**src/rtl/arm_regfile_pkg.sv**
```systemverilog
// Shared types and constants for the ARMv8 general-purpose register file.
// XZR_IDX names the zero register, which has no backing storage.
package arm_regfile_pkg;

  localparam int WORD    = 64;
  localparam int NREGS   = 32;
  localparam int AW      = 5;
  localparam int XZR_IDX = 31;

  typedef logic [WORD-1:0] word_t;
  typedef logic [AW-1:0]   reg_addr_t;

  function automatic logic is_xzr(input reg_addr_t addr);
    return addr == reg_addr_t'(XZR_IDX);
  endfunction

endpackage

```
**src/rtl/arm_regfile_if.sv**
```systemverilog
// Register-file access bundle: one write port (Rd) and two read ports (Rn, Rm).
// The decode stage drives the master side; the register file is the slave.
interface arm_regfile_if;
  import arm_regfile_pkg::*;

  logic      regWrite;
  reg_addr_t read_reg1;
  reg_addr_t read_reg2;
  reg_addr_t write_reg;
  word_t     write_data;
  word_t     read_data1;
  word_t     read_data2;

  modport master (
    output regWrite, read_reg1, read_reg2, write_reg, write_data,
    input  read_data1, read_data2
  );

  modport slave (
    input  regWrite, read_reg1, read_reg2, write_reg, write_data,
    output read_data1, read_data2
  );

endinterface

```
**src/rtl/arm_regfile.sv**
```systemverilog
// ARMv8 register file: X0..X30 in flops, X31 reads as zero, combinational
// reads with write-first bypass, synchronous write, asynchronous clear.
module arm_regfile
  import arm_regfile_pkg::*;
(
  input  logic         clk,
  input  logic         reset,
  arm_regfile_if.slave bus
);

  word_t     r_x [0:NREGS-2];
  logic      w_wr_en;
  reg_addr_t w_raddr [2];

  // Writes are suppressed during reset so the bypass path cannot leak them.
  assign w_wr_en    = bus.regWrite && !reset && !is_xzr(bus.write_reg);
  assign w_raddr[0] = bus.read_reg1;
  assign w_raddr[1] = bus.read_reg2;

  always_ff @(posedge clk or posedge reset) begin
    if (reset) begin
      for (int i = 0; i < NREGS-1; i++) begin
        r_x[i] <= '0;
      end
    end else if (w_wr_en) begin
      r_x[bus.write_reg] <= bus.write_data;
    end
  end

  genvar gi;
  generate
    for (gi = 0; gi < 2; gi++) begin : g_rd
      word_t w_rdata;

      always_comb begin
        w_rdata = '0;
        if (!reset && !is_xzr(w_raddr[gi])) begin
          if (w_wr_en && (bus.write_reg == w_raddr[gi])) begin
            w_rdata = bus.write_data;
          end else begin
            w_rdata = r_x[w_raddr[gi]];
          end
        end
      end
    end
  endgenerate

  assign bus.read_data1 = g_rd[0].w_rdata;
  assign bus.read_data2 = g_rd[1].w_rdata;

endmodule

```
**src/flat_wrapper.sv**
```systemverilog
// flat-port wrapper written by rule: the top's interface ports become plain ports
module arm_regfile_flat import arm_regfile_pkg::*;
  (clk, reset, bus_regWrite, bus_read_reg1, bus_read_reg2, bus_write_reg, bus_write_data, bus_read_data1, bus_read_data2);
  arm_regfile_if bus_i ();
  input  logic clk;
  input  logic reset;
  input wire logic [$bits(bus_i.regWrite)-1:0] bus_regWrite;
  input wire logic [$bits(bus_i.read_reg1)-1:0] bus_read_reg1;
  input wire logic [$bits(bus_i.read_reg2)-1:0] bus_read_reg2;
  input wire logic [$bits(bus_i.write_reg)-1:0] bus_write_reg;
  input wire logic [$bits(bus_i.write_data)-1:0] bus_write_data;
  output wire logic [$bits(bus_i.read_data1)-1:0] bus_read_data1;
  output wire logic [$bits(bus_i.read_data2)-1:0] bus_read_data2;
  assign bus_i.regWrite = bus_regWrite;
  assign bus_i.read_reg1 = bus_read_reg1;
  assign bus_i.read_reg2 = bus_read_reg2;
  assign bus_i.write_reg = bus_write_reg;
  assign bus_i.write_data = bus_write_data;
  assign bus_read_data1 = bus_i.read_data1;
  assign bus_read_data2 = bus_i.read_data2;
  arm_regfile u_core (.clk(clk), .reset(reset), .bus(bus_i));
endmodule
```
**config.mk**
```make
export PLATFORM = sky130hd
export DESIGN_NAME = arm_regfile_flat
export DESIGN_NICKNAME = d
export VERILOG_FILES = /design/src/rtl/arm_regfile_pkg.sv /design/src/rtl/arm_regfile_if.sv /design/src/rtl/arm_regfile.sv /design/src/flat_wrapper.sv
export SDC_FILE = /design/constraint.sdc
export NUM_CORES = 2
export LEC_CHECK = 0
export CORE_ASPECT_RATIO = 1.4
export CORE_MARGIN = 8
export CORE_UTILIZATION = 40
export CTS_CLUSTER_SIZE = 16
export DETAILED_ROUTE_END_ITERATION = 12
export GPL_TIMING_DRIVEN = 1
export HOLD_SLACK_MARGIN = 0.08
export PLACE_DENSITY = 0.54
export SYNTH_ARGS = -nofsm -noshare
export SYNTH_HDL_FRONTEND = slang
export SYNTH_SLANG_ARGS = --single-unit
export TNS_END_PERCENT = 30
```
**constraint.sdc**
```tcl
create_clock -name clk -period 130.8 [get_ports clk]
set_clock_uncertainty 0.05 [all_clocks]
set_input_delay 19.62 -clock clk [delete_from_list [all_inputs] [get_ports clk]]
set_output_delay 19.62 -clock clk [all_outputs]
set_load 0.01 [all_outputs]
```
==> metrics.yaml <==
run_status:
  status: "finished, violations left"
  violations: "capacitance limit"
clocking:
  post-cts-setup-buffers: 0
  cts-resized-gates: 0
  cts_inserted_buffers: 215
  clock-root-buffer: "sky130_fd_sc_hd__clkbuf_16"
  clock_latency_ps: 900
  tritoncts: "done"
  max-clock-path-buffers: 4
  clk_pin_slew_worst_paths_ps: 60
  clock_tree.htree_level_count: 4
  cts_hold_buf: 0
  clock-sinks: 1984
sta:
  tns_ps: 0
  slew_headroom: 0.00692
  report.final.hold_viol_count: 0
  rsz0062_at_grt: "false"
  finalSetupViolCount: 0
  timing.final.crit_period_ps: 44840
  maxClockFrequency_mhz: 22.3
  post-route-worst-setup-slack_ps: 85960
  timing_worst_slew_pin_value_ps: 1490
  final.period_utilization: 0.343
  timing_max_transition_violations_final: 0
synthesis:
  syn_avg_cell_area_um2: 13.8
  synth-seq-area-share: 0.461
  synthArstFlopShare: 1.00
  mappedNetlistNets: 7919
  synth_cells: 7837
  ys_dominant_reg_cell: "sky130_fd_sc_hd__dfrtp_1"
  syn-cell-area_um2: 108000
  yosys.area.top_type_share: 0.461
  synth.yosys.warnings: 0
  number_of_enable_type_register_cells_in_the_synthesized_netlist: 0
  synth.ff_latch_count: 1984
  synth_top_cells_by_area: "sky130_fd_sc_hd__dfrtp_1 46%, sky130_fd_sc_hd__mux2_2 20%, sky130_fd_sc_hd__mux4_2 11%"
  synth.distinct_cells: 50
  yosys.area.top_type: "sky130_fd_sc_hd__dfrtp_1"
setup_path:
  worstSetupPathType: "in2out"
  worst-endpoint-arrival_ps: 25170
  timing.critical_path.fanout_max: 50
  worstSetupStartpointType: "input port"
  setup.worst_path.end_class: "output pin"
  worstPathRequired_ps: 111130
layout:
  most_frequent_cells_in_the_layout: "1984 x sky130_fd_sc_hd__dfrtp_1, 1876 x sky130_fd_sc_hd__mux2_2, 891 x sky130_fd_sc_hd__mux2i_1"
  top_reg_by_flops: "u_core.r_x"
  layout_commonest_cell: "sky130_fd_sc_hd__dfrtp_1"
  reg_top3: "u_core.r_x (1984)"
  syn2layout_area_growth_pct: 10.3
  final_layout_size_suffix_gt1_frac: 0.386
  regArea_um2: 49600
  final_net_count: 7641
  largest_register_ff_count: 1984
  fillerInstances: 24200
  multi_input_comb_area_um2: 53700
  finish.instance_area_um2: 119000
  post_layout_nonfiller_instances: 11200
floorplan:
  number_of_cell_rows: 225
  die_x_um: 455
  die-area_um2: 287000
  io_pins: 210
  coreArea_um2: 268000
  floorplan.initialDensity: 0.402
  die_height_um: 630
grt:
  global_route.peak_usage_layer: "met2"
  grt_first_pass_wirelength_um: 594000
  grtUsageMet1: 0.382
  global_route.usage.met3: 0.0610
  via_count_of_the_first_global_routing_pass: 77900
  grt_antenna_before_repair: 28
  grt_usage: 0.283
  grt-ovfl-total: 0
  grt_max_degree: 173
  met2_usage: 0.445
detailed_routing:
  vias: 74900
  drcViolationCount: 0
  detail_route.iter0.violations: 7220
  vias_per_cell: 6.66
  antenna_left: 0
  drt_first_pass_iters: 9
  wire_per_inst_um: 37.0
  routed_wl_um: 415000
placed_design:
  place_hpwl_um: 227000
  detailedPlace.worstSlack_ps: 86080
  place_area_um2: 112000
  io_buffers: 209
  placed_cells_incl_taps: 10900
  gp_congestion: 0.799
power:
  switching_power_mw: 0.464
  p_seq_frac: 0.454
  clock_power_share: 0.377
  comb_power_share: 0.169
  power_density_nw_per_um2: 14.0
  power.switching_fraction: 0.279
  p_leak_nw: 52.9
  worst_ir_drop_vdd_mv: 0.0109
  power_report.internal_total_mw: 1.20
hold_path:
  holdCritPathClass: "reg2reg"
job:
  max_cap_viol_count: 1
[synth_stat cells, types with 6 or more instances]
master                     instances
sky130_fd_sc_hd__dfrtp_1        1984
sky130_fd_sc_hd__mux2_2         1876
sky130_fd_sc_hd__mux2i_1         891
sky130_fd_sc_hd__mux4_2          514
sky130_fd_sc_hd__clkbuf_1        466
sky130_fd_sc_hd__buf_2           270
sky130_fd_sc_hd__a221oi_1        253
sky130_fd_sc_hd__o21ai_0         253
sky130_fd_sc_hd__nand3_1         131
sky130_fd_sc_hd__o211ai_1        129
sky130_fd_sc_hd__a21oi_1         128
sky130_fd_sc_hd__a32o_1          128
sky130_fd_sc_hd__o221ai_1        128
sky130_fd_sc_hd__a211oi_1        127
sky130_fd_sc_hd__o22ai_1         127
sky130_fd_sc_hd__buf_4           111
sky130_fd_sc_hd__mux2_1          110
sky130_fd_sc_hd__inv_1            66
sky130_fd_sc_hd__buf_6            32
sky130_fd_sc_hd__nand2_1          18
sky130_fd_sc_hd__buf_1            14
sky130_fd_sc_hd__xor2_1           10
sky130_fd_sc_hd__nor2_2            9
sky130_fd_sc_hd__nor2b_1           6
[logic make-up (layout without fill, tap and decap cells)]
group / Yosys count / after routing / synth area share
simple gates: 207 / 207 / 0.0112
mux: 3391 / 3391 / 0.398
xor+xnor: 10 / 10 / 0.000813
compound gates: 1281 / 1281 / 0.0864
other cells: 0 / 4 / 0
flops: 1984 / 1984 / 0.461
buf+inv: 964 / 847 / 0.0432
[metrics by stage]
stage / hold slack, ps / power, mW / utilization
final: 456 / 1.66 / 0.443
after global routing: 465 / 1.73 / 0.443
after CTS: 453 / 1.67 / 0.443
after detailed placement: 439 / 1.04 / 0.417
after global placement: 429 / 1.03 / 0.417
after floorplan: 420 / 0.959 / -
[path summary, 6_finish.rpt]
check	start	cells past startpoint	slack [ps]	to
max	bus_write_reg[2]	9	85960	bus_read_data2[39]
min	u_core.r_x[674]$_DFFE_PP0P_	1	460	u_core.r_x[674]$_DFFE_PP0P_
max reg2reg	u_core.r_x[1983]$_DFFE_PP0P_	1	129910	u_core.r_x[1983]$_DFFE_PP0P_
min reg2reg	u_core.r_x[674]$_DFFE_PP0P_	1	460	u_core.r_x[674]$_DFFE_PP0P_
max in group asynchronous	reset	6	106920	u_core.r_x[377]$_DFFE_PP0P_
min in group asynchronous	reset	2	19430	u_core.r_x[703]$_DFFE_PP0P_
[routing by layer]
metal | up-vias | wire length [um] | share of wire
met2 | 3341 | 191000 | 0.46
met1 | 40700 | 172000 | 0.41
li1 | 29900 | - | -
met3 | 946 | 32900 | 0.079
met4 | 20 | 20200 | 0.049
met5 | - | 159 | 0.00038
[layout make-up]
cell class | instances | share of cell area
multi-input combinational | 4889 | 0.452
antenna | 4 | 0.0000842
sequential | 1984 | 0.418
tap | 3518 | 0.0370
clock inverter | 61 | 0.00600
inverter | 66 | 0.00215
clock buffer | 317 | 0.0533
timing repair buffer | 403 | 0.0319
[worst max-delay path, cell delays in order]
cell and delay (ps):
sky130_fd_sc_hd__clkdlybuf4s50_1 690, sky130_fd_sc_hd__nand3_4 310, sky130_fd_sc_hd__o21a_4 770, sky130_fd_sc_hd__buf_4 820, sky130_fd_sc_hd__a31o_4 950, sky130_fd_sc_hd__buf_4 800
sky130_fd_sc_hd__a21oi_1 110, sky130_fd_sc_hd__a32o_1 390, sky130_fd_sc_hd__clkdlybuf4s50_1 560
[power by group through the flow]
stage | Combinational (mW) | Sequential [mW] | Clock [mW]
floorplan | 0.208 | 0.750 | 0
global placement | 0.276 | 0.757 | 0
detailed placement | 0.281 | 0.764 | 0
CTS | 0.282 | 0.752 | 0.639
global route | 0.300 | 0.765 | 0.662
finish | 0.282 | 0.755 | 0.628
Note: power is estimated with default switching activity, not from simulation.
